==> src/rtl/dma_request_arbiter_pkg.sv <==
// Shared types and helpers for the DMA request arbiter.
// Holds the FSM state encoding and the burst-length calculation.
package dma_arb_pkg;

  typedef enum logic [1:0] {
    IDLE  = 2'd0,
    CALC  = 2'd1,
    ISSUE = 2'd2,
    DONE  = 2'd3
  } state_e;

  function automatic int grant_w(input int n);
    return (n > 1) ? $clog2(n) : 1;
  endfunction

  localparam int NUM_REQ_DEF = 2;
  localparam int GRANT_W     = grant_w(NUM_REQ_DEF);

  // Burst = min(remaining, max burst, bytes left before the next boundary).
  // Boundary is a power of two, so the mask keeps the low address bits only.
  function automatic logic [31:0] burst_len(input logic [31:0] addr,
                                            input logic [31:0] rem,
                                            input logic [31:0] max_b,
                                            input logic [31:0] boundary);
    logic [31:0] room;
    logic [31:0] len;
    room = boundary - (addr & (boundary - 32'd1));
    len  = rem;
    if (max_b < len) len = max_b;
    if (room < len)  len = room;
    return len;
  endfunction

endpackage

==> src/rtl/dma_request_arbiter_if.sv <==
// Requester-side and DMA-engine-side signals of the arbiter.
// slave = arbiter view, master = requesters/engine view.
interface dma_request_arbiter_if #(
  parameter int NUM_REQ = 2,
  parameter int GW      = dma_arb_pkg::grant_w(NUM_REQ)
);
  logic [NUM_REQ-1:0]       req_valid_i;
  logic [NUM_REQ-1:0]       req_read_i;
  logic [NUM_REQ-1:0][31:0] req_addr_i;
  logic [NUM_REQ-1:0][31:0] req_len_i;
  logic [NUM_REQ-1:0]       req_ready_o;
  logic [NUM_REQ-1:0]       req_done_o;
  logic                     dma_enable_o;
  logic                     dma_read_o;
  logic [31:0]              dma_addr_o;
  logic [31:0]              dma_len_o;
  logic                     dma_interrupt_i;
  logic                     busy_o;
  logic [GW-1:0]            grant_id_o;

  modport slave (
    input  req_valid_i, req_read_i, req_addr_i, req_len_i, dma_interrupt_i,
    output req_ready_o, req_done_o, dma_enable_o, dma_read_o, dma_addr_o,
           dma_len_o, busy_o, grant_id_o
  );

  modport master (
    output req_valid_i, req_read_i, req_addr_i, req_len_i, dma_interrupt_i,
    input  req_ready_o, req_done_o, dma_enable_o, dma_read_o, dma_addr_o,
           dma_len_o, busy_o, grant_id_o
  );
endinterface

==> src/rtl/dma_request_arbiter_rr.sv <==
// Combinational round-robin pick: first valid requester after ptr_i.
module dma_rr_arbiter
  import dma_arb_pkg::*;
#(
  parameter int NUM_REQ = 2,
  parameter int GW      = GRANT_W
) (
  input  logic [NUM_REQ-1:0] valid_i,
  input  logic [GW-1:0]      ptr_i,
  output logic [NUM_REQ-1:0] gnt_o,
  output logic [GW-1:0]      gnt_idx_o,
  output logic               any_o
);

  always_comb begin
    gnt_o     = '0;
    gnt_idx_o = '0;
    any_o     = 1'b0;
    for (int i = 1; i <= NUM_REQ; i++) begin
      if (!any_o && valid_i[(int'(ptr_i) + i) % NUM_REQ]) begin
        any_o     = 1'b1;
        gnt_idx_o = GW'((int'(ptr_i) + i) % NUM_REQ);
        gnt_o[(int'(ptr_i) + i) % NUM_REQ] = 1'b1;
      end
    end
  end

endmodule

==> src/rtl/dma_request_arbiter.sv <==
// Round-robin sharing of one DMA engine; splits transfers into capped,
// boundary-respecting bursts.
//   state | meaning
//   IDLE  | waiting for a request, grants combinationally
//   CALC  | compute next burst address/length
//   ISSUE | burst running on the engine, wait for interrupt
//   DONE  | one-cycle done pulse to the owner
module dma_request_arbiter
  import dma_arb_pkg::*;
#(
  parameter int NUM_REQ         = 2,
  parameter int MAX_BURST_BYTES = 256,
  parameter int BOUNDARY_BYTES  = 4096
) (
  input  logic                  clk,
  input  logic                  rst_n,
  dma_request_arbiter_if.slave  bus
);

  localparam int GW = grant_w(NUM_REQ);

  state_e             state_q, state_d;
  logic [GW-1:0]      rr_ptr_q, rr_ptr_d;
  logic [GW-1:0]      grant_q, grant_d;
  logic [31:0]        cur_addr_q, cur_addr_d;
  logic [31:0]        rem_len_q, rem_len_d;
  logic [31:0]        dma_addr_q, dma_addr_d;
  logic [31:0]        dma_len_q, dma_len_d;
  logic               dma_read_q, dma_read_d;
  logic [NUM_REQ-1:0] req_ready, req_done;
  logic [NUM_REQ-1:0] gnt;
  logic [GW-1:0]      gnt_idx;
  logic               gnt_any;

  dma_rr_arbiter #(.NUM_REQ(NUM_REQ), .GW(GW)) u_rr (
    .valid_i   (bus.req_valid_i),
    .ptr_i     (rr_ptr_q),
    .gnt_o     (gnt),
    .gnt_idx_o (gnt_idx),
    .any_o     (gnt_any)
  );

  always_comb begin
    state_d    = state_q;
    rr_ptr_d   = rr_ptr_q;
    grant_d    = grant_q;
    cur_addr_d = cur_addr_q;
    rem_len_d  = rem_len_q;
    dma_addr_d = dma_addr_q;
    dma_len_d  = dma_len_q;
    dma_read_d = dma_read_q;
    req_ready  = '0;
    req_done   = '0;
    case (state_q)
      IDLE: begin
        if (gnt_any) begin
          req_ready  = gnt;
          grant_d    = gnt_idx;
          rr_ptr_d   = gnt_idx;
          cur_addr_d = bus.req_addr_i[gnt_idx];
          rem_len_d  = bus.req_len_i[gnt_idx];
          dma_read_d = bus.req_read_i[gnt_idx];
          state_d    = (bus.req_len_i[gnt_idx] == 32'd0) ? DONE : CALC;
        end
      end
      CALC: begin
        dma_addr_d = cur_addr_q;
        dma_len_d  = burst_len(cur_addr_q, rem_len_q, 32'(MAX_BURST_BYTES),
                               32'(BOUNDARY_BYTES));
        state_d    = ISSUE;
      end
      ISSUE: begin
        if (bus.dma_interrupt_i) begin
          cur_addr_d = cur_addr_q + dma_len_q;
          rem_len_d  = rem_len_q - dma_len_q;
          state_d    = (rem_len_q == dma_len_q) ? DONE : CALC;
        end
      end
      DONE: begin
        req_done[grant_q] = 1'b1;
        state_d           = IDLE;
      end
      default: state_d = IDLE;
    endcase
  end

  always_ff @(posedge clk or negedge rst_n) begin
    if (!rst_n) begin
      state_q    <= IDLE;
      rr_ptr_q   <= GW'(NUM_REQ - 1);
      grant_q    <= '0;
      cur_addr_q <= '0;
      rem_len_q  <= '0;
      dma_addr_q <= '0;
      dma_len_q  <= '0;
      dma_read_q <= 1'b0;
    end else begin
      state_q    <= state_d;
      rr_ptr_q   <= rr_ptr_d;
      grant_q    <= grant_d;
      cur_addr_q <= cur_addr_d;
      rem_len_q  <= rem_len_d;
      dma_addr_q <= dma_addr_d;
      dma_len_q  <= dma_len_d;
      dma_read_q <= dma_read_d;
    end
  end

  assign bus.req_ready_o  = req_ready;
  assign bus.req_done_o   = req_done;
  assign bus.dma_enable_o = (state_q == ISSUE);
  assign bus.dma_read_o   = dma_read_q;
  assign bus.dma_addr_o   = dma_addr_q;
  assign bus.dma_len_o    = dma_len_q;
  assign bus.busy_o       = (state_q != IDLE);
  assign bus.grant_id_o   = grant_q;

endmodule

==> src/flat_wrapper.sv <==
// flat-port wrapper written by rule: the top's interface ports become plain ports
module dma_request_arbiter_flat import dma_arb_pkg::*;
#(
  parameter int NUM_REQ         = 2,
  parameter int MAX_BURST_BYTES = 256,
  parameter int BOUNDARY_BYTES  = 4096
)
  (clk, rst_n, bus_req_valid_i, bus_req_read_i, bus_req_addr_i, bus_req_len_i, bus_dma_interrupt_i, bus_req_ready_o, bus_req_done_o, bus_dma_enable_o, bus_dma_read_o, bus_dma_addr_o, bus_dma_len_o, bus_busy_o, bus_grant_id_o);
  dma_request_arbiter_if #(.NUM_REQ(NUM_REQ)) bus_i ();
  input  logic clk;
  input  logic rst_n;
  input wire logic [$bits(bus_i.req_valid_i)-1:0] bus_req_valid_i;
  input wire logic [$bits(bus_i.req_read_i)-1:0] bus_req_read_i;
  input wire logic [$bits(bus_i.req_addr_i)-1:0] bus_req_addr_i;
  input wire logic [$bits(bus_i.req_len_i)-1:0] bus_req_len_i;
  input wire logic [$bits(bus_i.dma_interrupt_i)-1:0] bus_dma_interrupt_i;
  output wire logic [$bits(bus_i.req_ready_o)-1:0] bus_req_ready_o;
  output wire logic [$bits(bus_i.req_done_o)-1:0] bus_req_done_o;
  output wire logic [$bits(bus_i.dma_enable_o)-1:0] bus_dma_enable_o;
  output wire logic [$bits(bus_i.dma_read_o)-1:0] bus_dma_read_o;
  output wire logic [$bits(bus_i.dma_addr_o)-1:0] bus_dma_addr_o;
  output wire logic [$bits(bus_i.dma_len_o)-1:0] bus_dma_len_o;
  output wire logic [$bits(bus_i.busy_o)-1:0] bus_busy_o;
  output wire logic [$bits(bus_i.grant_id_o)-1:0] bus_grant_id_o;
  assign bus_i.req_valid_i = bus_req_valid_i;
  assign bus_i.req_read_i = bus_req_read_i;
  assign bus_i.req_addr_i = bus_req_addr_i;
  assign bus_i.req_len_i = bus_req_len_i;
  assign bus_i.dma_interrupt_i = bus_dma_interrupt_i;
  assign bus_req_ready_o = bus_i.req_ready_o;
  assign bus_req_done_o = bus_i.req_done_o;
  assign bus_dma_enable_o = bus_i.dma_enable_o;
  assign bus_dma_read_o = bus_i.dma_read_o;
  assign bus_dma_addr_o = bus_i.dma_addr_o;
  assign bus_dma_len_o = bus_i.dma_len_o;
  assign bus_busy_o = bus_i.busy_o;
  assign bus_grant_id_o = bus_i.grant_id_o;
  dma_request_arbiter #(.NUM_REQ(NUM_REQ), .MAX_BURST_BYTES(MAX_BURST_BYTES), .BOUNDARY_BYTES(BOUNDARY_BYTES)) u_core (.clk(clk), .rst_n(rst_n), .bus(bus_i));
endmodule
==> config.mk <==
export PLATFORM = sky130hd
export DESIGN_NAME = dma_request_arbiter_flat
export DESIGN_NICKNAME = d
export VERILOG_FILES = /design/src/rtl/dma_request_arbiter_pkg.sv /design/src/rtl/dma_request_arbiter_if.sv /design/src/rtl/dma_request_arbiter_rr.sv /design/src/rtl/dma_request_arbiter.sv /design/src/flat_wrapper.sv
export SDC_FILE = /design/constraint.sdc
export NUM_CORES = 1
export LEC_CHECK = 0
export ABC_AREA = 1
export CAP_MARGIN = 20
export CORE_MARGIN = 2
export CORE_UTILIZATION = 54
export CTS_CLUSTER_DIAMETER = 30
export DETAILED_ROUTE_END_ITERATION = 6
export GPL_TIMING_DRIVEN = 0
export HOLD_SLACK_MARGIN = 0.1
export PLACE_DENSITY_LB_ADDON = 0.12
export SETUP_SLACK_MARGIN = 0.2
export SKIP_LAST_GASP = 1
export SYNTH_ARGS = -nofsm -noshare
export SYNTH_HDL_FRONTEND = slang
export SYNTH_SLANG_ARGS = --single-unit
export TNS_END_PERCENT = 20
==> constraint.sdc <==
create_clock -name clk -period 3.31 [get_ports clk]
set_input_delay 0.8275 -clock clk [delete_from_list [all_inputs] [get_ports clk]]
set_output_delay 0.8275 -clock clk [all_outputs]
set_load 0.03 [all_outputs]
# == Word-level counts from Yosys, hierarchy flattened ==
# Cells that the tools add are included.
# totals
elab_cells,84
in_bits,135
register_bits,133
output_inout_bits,72
# classes
eq_ne,6
n_addsub,5
bitwise,3
n_mux,41
n_lt_le_gt_ge,9
n_reduce_logical,12
# ops
operator,n
two-way mux 32 bit,11
case mux 32 bit (2 select lines),2
adder 32 bit,1
== test 32 bit,1
logical NOT 32 bit,1
< comparator 32 bit,1
< comparator 9 x 32 -> 1 bit (first input constant),1
subtractor 32 bit,1
two-way mux 2 bit,9
two-way mux 1 bit,15
subtractor 13 x 12 -> 14 bit (first input constant),1
case mux 2 bit (4 select lines),1
< comparator 2 x 3 -> 1 bit (second input constant),2
== test 2 bit (second input constant),2
>= comparator 2 x 1 -> 1 bit (second input constant),2
logical AND 1 bit,4
< comparator 1 x 2 -> 1 bit (second input constant),2
AND reduction 2 bit,2
nonzero test 2 bit,2
demux 1 bit (select 1 bit),3
AND reduction 3 bit,1
adder 1 bit (second input constant),2
bitwise AND 1 bit (first input constant),2
== test 2 x 1 -> 1 bit (second input constant),1
6 further kinds,6

# == Logic depth before layout (Yosys ltp) ==
# Gate-level depths: netlist of run 1.
# logic_depth
ltp_word,15
depth_mapped,21
depth_no_buf,21

# == Cells and area by module ==
# From an unflattened synthesis of run 1, not the netlist that was laid out.
# hier_totals
cells_unflattened,1538
hier_area_um2,10543.9
# modules_own_cells
mod,area_each_um2,cells_per_inst,n_inst,seq_area_each_um2
dma_request_arbiter,10513.8,1531,1,3329.4
dma_rr_arbiter,30.0,7,1,0.0

# == Worst setup path before layout of run 1 ==
# Ideal clock, no wire load.
# synth_path
kind,input to output
startpoint,input port bus_req_valid_i[0]
endpoint,output port bus_req_ready_o[1]
n_path_buf,3
arrival_time_ns,1.874
stages,6
setup_slack_ns,0.609
required_ns,2.483
cell_sequence,nand2_1 > nand2_2 > buf_6 > buf_4 > clkbuf_1 > nor2_1
# synth_between
elab_chain_cells,9
word_cells_on_any_way,15
cone_classes,mux (12); bitwise (1); reduce/logical (2)
# synth_lines
item,line_no,source
from (decl),flat_wrapper.sv:12,input wire logic [$bits(bus_i.req_valid_i)-1:0] bus_req_valid_i;
two-way mux 1 bit (not written as such) (3 in series),dma_request_arbiter_rr.sv:20,if (!any_o && valid_i[(int'(ptr_i) + i) % NUM_REQ]) begin
two-way mux 1 bit,dma_request_arbiter_rr.sv:20,
logical NOT 1 bit,dma_request_arbiter_rr.sv:20,
logical AND 1 bit,dma_request_arbiter_rr.sv:20,
two-way mux 2 bit or two-way mux 1 bit (tied branches),dma_request_arbiter_rr.sv:20,
two-way mux 2 bit (*),dma_request_arbiter.sv:56,if (gnt_any) begin
two-way mux 2 bit (*),dma_request_arbiter.sv:54,case (state_q)
to (decl),flat_wrapper.sv:17,output wire logic [$bits(bus_i.req_ready_o)-1:0] bus_req_ready_o;
# Mark *: on every way between the ends. The rest lies on a longest branch, timed or not. The select of a mux whose other input is x is not followed.

# == Final worst setup path of run 1 ==
# layout_path
startpoint,register u_core.state_q[1]
endpoint,output port bus_dma_enable_o
# layout_between
elab_chain_cells,1
# layout_lines
item,line_no,source
from (decl),dma_request_arbiter.sv:22,"state_e state_q, state_d;"
from (signal assigned),dma_request_arbiter.sv:98,state_q <= state_d;
== test 2 bit,dma_request_arbiter.sv:111,assign bus.dma_enable_o = (state_q == ISSUE);
to (decl),flat_wrapper.sv:19,output wire logic [$bits(bus_i.dma_enable_o)-1:0] bus_dma_enable_o;
# Every way passes these cells.

==> reports/metrics.cfg, run 1 <==
[synthesis]
synth_area_um2=10700
ys_types=54
yosysTopAreaCellShare_pct=30.8
yosysWarnings=0
async_reset_ff_share_pct=100
synth_top_area_cell=dfrtp_1
syn_inst=1581
ys_ff_latch=133
yosysSeqAreaShare_pct=31.1
netlist_top_cells_area=dfrtp_1 31%, nand2_1 15%, ha_1 8.8%, nor2_1 7.8%, inv_1 5.8%
syn-mean-instance-area_um2=6.78
synth_flop_cell=dfrtp_1
synth_edf_count=0

[power_and_ir_drop]
power_frac_clock_pct=13.8
peakVddDrop_v=0.000513
p_comb_share_pct=65.9
p_int_mw=6.96
powerDensity_nw_per_um2=1080
switching_share_pct=53.6
power.total_mw=15.0
p_switching_mw=8.05
power_leakage_nw=6.69
p_seq_share_pct=20.3

[place]
port_buffers=206
hpwl_um=32200
place.gp.congestion=1.01

[cells_and_area]
regArea_um2=3330
multi_input_area_um2=6560
area_growth_pct=29.3
mostFrequentLayoutCell=nand2_1
drive_above_1_share_pct=6.08
mostFrequentLayoutCells=418 x nand2_1, 222 x nor2_1, 203 x clkdlybuf4s50_1
nNetsFinal=2024
n_antenna_cell=0
fillers=1665

[clock_network]
cts_buffers=17
clk_pin_slew_ns=0.07
cts_tree=built
htree_levels=4
cts_buffer_depth=2
cts-root-buf=clkbuf_16
cts_sinks=133
clk_latency_ns=0.44

[drt]
antenna_left=0
drt_iter0_drc=1104
vias_per_cell=5.72
dr.pass1.iters=5
post-route-drc-count=0
wl_per_cell_um=19.4
wirelength_um=40600
vias=11951

[critical_path]
path_class=flop to primary output
crit_fanout=10
slowest_delay_ns=0.44
path_cells=inv_1 -> nor2_2 -> clkbuf_2 -> clkbuf_4 -> dlygate4sd2_1
crit_slowest_cell=dlygate4sd2_1
cp.required_ns=2.48
arrival_ns=2.28
startpoint_type=flop
endpoint_kind=primary output

[sta]
fin_setup_tns_ns=0
finalCritPeriodShare_pct=94.0
hold_ws_ns=0.343
rsz0062_at_grt=true
skew_ns=0.0164
max_slew_margin_pct=31.5
slew_viol_final=0
hold_violations=0
clock.fmax_ghz=0.321
fin_crit_ns=3.11
setup_viol=0
worst_pin_slew_ns=1.03

[grt]
track_usage_pct=38.8
grt-ovfl-total=0
grt_pass1_wl_um=60900
grt_max_degree=76
grt_antenna_before_repair=0
grt_pass1_vias=11142

[die]
initial_core_util_pct=55.0
die_h_um=145
pin_count=207
fp-row-count=51
floorplan.die.width_um=145
dieArea_um2=21000
core_um2=19500

[worst_hold_path]
hold_class=input pin to asynchronous set/reset pin

[outcome]
status=complete, no violations

[job]
max-cap-violations=0

[cell type report]
class                   count  share of cell area, %
plain buffers              49                   1.75
clock buffers              17                   3.07
clock inverters            15                   1.39
inverters                 172                   4.67
multi-input cells        1229                   47.4
flip-flops and latches    133                   24.0
well taps                 265                   2.39
repair buffers            210                   15.3
[cell families (layout without fill, tap and decap cells)]
logic type	after synthesis	in the layout	synth area share, %
and+or+nand+nor	773	773	29.5
AOI/OAI and AO/OA	318	318	17.3
xor gates and xnor gates	41	41	3.35
adders and majority gates	77	77	9.13
buffers and inverters	222	463	8.18
DFF	133	133	31.1
other	1	4	0.0350
muxes	16	16	1.49
[what timing repair did]
item | 4_1_cts | 5_1_grt
resized for setup | 10 | 13
setup endpoints to repair | 15 | 16
pin swaps | 1 | 4
buffers inserted | 1 | 2
hold buffers | 0 | 0
endpoints found under the hold margin | 0 | 0
[cell usage after synthesis, drive strengths merged (3+ instances only)]
cell type,number
a211oi,4
a21o,14
a21oi,100
a221oi,4
a22oi,4
a31oi,23
buf,24
clkbuf,26
dfrtp,132
ha,75
inv,171
mux2i,16
nand2,431
nand3,70
nand3b,3
nand4,17
nor2,226
nor3,16
nor4,5
o211ai,11
o21ai,136
o21bai,11
o22ai,4
xnor2,13
xor2,28
[worst paths after layout]
check                                          start                        end  slack [ns]  cells past startpoint
setup / recovery                   u_core.state_q[1]           bus_dma_enable_o        0.20                      5
setup reg to reg                u_core.cur_addr_q[0]   u_core.bus.dma_len_o[11]        0.35                     16
max in group asynchronous                      rst_n            u_core.rr_ptr_q        2.15                      2
hold / removal                                 rst_n  u_core.bus.dma_addr_o[24]        0.34                      1
min in group clk           u_core.bus.dma_addr_o[12]  u_core.bus.dma_addr_o[12]        0.47                      2
hold reg to reg            u_core.bus.dma_addr_o[12]  u_core.bus.dma_addr_o[12]        0.47                      2
[per-stage QoR]
step	setup WS [ns]	cell area, um2	cells	util [%]
after global routing	0.134	13900	2090	71.2
after global placement	-3.88	13100	2055	67.4
after floorplan	0.609	10700	1584	-
after CTS	0.0756	13800	2088	70.9
final	0.198	13900	2090	71.2
after detailed placement	-0.827	13100	2056	67.5
[power by group through the flow]
stage | Clock, mW | Combinational (mW) | Sequential [mW]
final | 2.07 | 9.90 | 3.04
after CTS | 2.05 | 9.64 | 3.00
after global routing | 2.12 | 10.8 | 3.11
after global placement | 0 | 9.39 | 2.99
after detailed placement | 0 | 9.53 | 3.02
after floorplan | 0 | 6.06 | 3.35
[worst max-delay path, delay by kind of cell, from the launching register on]
kind	cells	cell delay (ns)
and+or+nand+nor	1	0.27
DFF	1	0.37
buffers and inverters	4	1.21
[registers in the layout (all words and copies together), names as in the netlist]
register,count
u_core.cur_addr_q,32
u_core.bus.dma_len_o,32
u_core.state_q,2
u_core.rem_len_q,32
u_core.bus.grant_id_o,1
u_core.bus.dma_read_o,1
u_core.bus.dma_addr_o,32
u_core.rr_ptr_q,1
[metal layers]
| layer | GRT usage, % | vias to the layer above | part of all wire (%) | routed length [um] |
|---|---|---|---|---|
| li1 | - | 5655 | - | - |
| met1 | 52.3 | 5584 | 42 | 17100 |
| met2 | 63.3 | 614 | 46 | 18600 |
| met3 | 6.12 | 98 | 8.5 | 3470 |
| met4 | 13.6 | 0 | 3.4 | 1360 |
| met5 | 0 | - | 0 | 0 |
Note: power is estimated with default switching activity, not from simulation.
==> inputs of run 2 (changes only) <==
--- a/config.mk
+++ b/config.mk
@@ -11,4 +11,5 @@
 export CORE_UTILIZATION = 54
 export CTS_CLUSTER_DIAMETER = 30
+export CTS_CLUSTER_SIZE = 25
 export DETAILED_ROUTE_END_ITERATION = 6
 export GPL_TIMING_DRIVEN = 0
==> constraint.sdc (replaced) <==
create_clock -name clk -period 3.31 [get_ports clk]
set_input_delay 0.8275 -clock clk [delete_from_list [all_inputs] [get_ports clk]]
set_output_delay 0.8275 -clock clk [all_outputs]
set_load 0.02 [all_outputs]
==> reports/metrics.cfg, run 2 (same netlist as run 1, synthesis figures left out) <==
[outcome]
status=complete, no violations

[grt]
use_met3_pct=6.12  ; unchanged
grt_util_met1_pct=52.3  ; unchanged
grt_pass1_wl_um=60900  ; unchanged
grt.busiest_layer=met2
grt_pass1_vias=11142  ; unchanged
grt_util_met2_pct=63.3  ; unchanged
grt-ovfl-total=0  ; unchanged
track_usage_pct=38.8  ; unchanged
grt_max_degree=76  ; unchanged
grt_antenna_before_repair=0  ; unchanged

[drt]
wl_per_cell_um=19.4  ; -0.15%
wirelength_um=40500  ; -0.15%
drt_iter0_drc=1143  ; +3.5%
dr.pass1.iters=6  ; +1
vias=11962  ; +0.092%
vias_per_cell=5.72  ; about the same
antenna_left=0  ; unchanged
post-route-drc-count=0  ; unchanged

[power_and_ir_drop]
power_leakage_nw=6.69  ; about the same
power.total_mw=14.8  ; -1.5%
peakVddDrop_v=0.000510  ; -0.49%
powerDensity_nw_per_um2=1070  ; -1.5%

[place]
port_buffers=206  ; unchanged
place.gp.congestion=1.01  ; unchanged
post-place-ws_ns=-0.773  ; +0.0540 ns
dp_cells=2056  ; unchanged
dpl_cell_area_um2=13100  ; unchanged
hpwl_um=32200  ; unchanged

[critical_path]
startpoint_type=input pin
r2r_slack_ns=0.35  ; about the same
endpoint_kind=primary output
arrival_ns=2.20  ; -0.08 ns
path_class=input pin to primary output
cp.required_ns=2.48  ; about the same
rr_worst_depth=16  ; unchanged
crit_fanout=3  ; -7

[cells_and_area]
nNetsFinal=2024  ; unchanged
final_cell_area_um2=13900  ; about the same
multi_input_area_um2=6570  ; about the same
drive_above_1_share_pct=6.14  ; +0.055 points
n_antenna_cell=0  ; unchanged
mostFrequentLayoutCells=418 x nand2_1, 221 x nor2_1, 203 x clkdlybuf4s50_1
area_growth_pct=29.4  ; about the same
final_cells=2090  ; unchanged
mostFrequentLayoutCell=nand2_1
regArea_um2=3330  ; unchanged
fillers=1666  ; +0.060%

[sta]
skew_ns=0.0161  ; -0.000273 ns
hold_ws_ns=0.340  ; -0.00301 ns
rsz0062_at_grt=true
hold_violations=0  ; unchanged
slew_viol_final=0  ; unchanged
setup_viol=0  ; unchanged
worst_pin_slew_ns=0.970  ; -0.0586 ns
fin_crit_ns=3.03  ; -0.0843 ns
fin_ws_ns=0.283  ; +0.0843 ns
max_slew_margin_pct=35.4  ; +3.9 points
finalCritPeriodShare_pct=91.5  ; -2.5 points
clock.fmax_ghz=0.330  ; +2.8%

[job]
max-cap-violations=0  ; unchanged

[clock_network]
cts_buffer_depth=2  ; unchanged
cts-root-buf=clkbuf_16
ctsHoldBuffers=0  ; unchanged
clk_latency_ns=0.44  ; about the same
htree_levels=4  ; unchanged
clk_pin_slew_ns=0.07  ; about the same
cts_tree=built
cts_buffers=17  ; unchanged
cts_sinks=133  ; unchanged

[worst_hold_path]
hold_class=input pin to asynchronous set/reset pin

[die]
pin_count=207  ; unchanged
die_h_um=145  ; unchanged
floorplan.die.width_um=145  ; unchanged
fp-row-count=51  ; unchanged
initial_core_util_pct=55.0  ; unchanged
core_um2=19500  ; unchanged
dieArea_um2=21000  ; unchanged

==> run 2: changes by cell type in the layout (fill, tap and decap cells not counted) <==
cell | previous run | this run
buf_6 | 3 | 2
buf_8 | 0 | 1
nor2_2 | 4 | 5
clkbuf_4 | 1 | 2
clkbuf_2 | 3 | 2
nor2_1 | 222 | 221
==> run 2: critical path: stages <==
cell             delay [ns]
clkdlybuf4s50_1        0.50
nand2_1                0.06
a21oi_1                0.15
clkdlybuf4s50_1        0.66
==> run 2: path summary, 6_finish.rpt <==
check,start,endpoint
min in group clk,u_core.bus.dma_addr_o[12],u_core.bus.dma_addr_o[12]
min,rst_n,u_core.bus.dma_addr_o[30]
max,bus_req_valid_i[0],bus_req_ready_o[0]
max in group asynchronous,rst_n,u_core.rr_ptr_q
min reg2reg,u_core.bus.dma_addr_o[12],u_core.bus.dma_addr_o[12]
max reg2reg,u_core.cur_addr_q[0],u_core.bus.dma_len_o[11]
==> run 2: cell type report <==
| type | instances | share of cell area, % |
|---|---|---|
| clock buffer | 17 | 3.07 |
| timing repair buffer | 210 | 15.3 |
| tap | 265 | 2.39 |
| sequential | 133 | 24.0 |
| clock inverter | 15 | 1.39 |
| buffer | 49 | 1.80 |
| inverter | 172 | 4.67 |
| multi-input combinational | 1229 | 47.4 |
==> run 2: through the flow <==
| stage | TNS [ns] | util (%) |
|---|---|---|
| 2_1_floorplan | 0 | - |
| 3_3_place_gp | -513.75 | 67.4 |
| 3_5_place_dp | -0.979 | 67.5 |
| 4_1_cts | 0 | 70.9 |
| 5_1_grt | 0 | 71.2 |
| 6_report | 0 | 71.2 |
==> run 2: layer usage <==
| layer | routed length, um | share of wire [%] | vias to the layer above |
|---|---|---|---|
| li1 | - | - | 5661 |
| met1 | 17000 | 42 | 5547 |
| met2 | 18600 | 46 | 653 |
| met3 | 3530 | 8.7 | 101 |
| met4 | 1380 | 3.4 | 0 |
| met5 | 0 | 0 | - |
==> run 2: timing repair <==
action	in CTS	in global routing
resized for setup	11	15
setup buffers	1	2
setup endpoints to repair	15	14
pin swaps	1	4
==> run 2: report_power, final <==
part / internal, mW / switching, mW
logic: 3.41 / 6.26
registers: 2.34 / 0.698
clock network: 1.21 / 0.866
total: 6.96 / 7.82
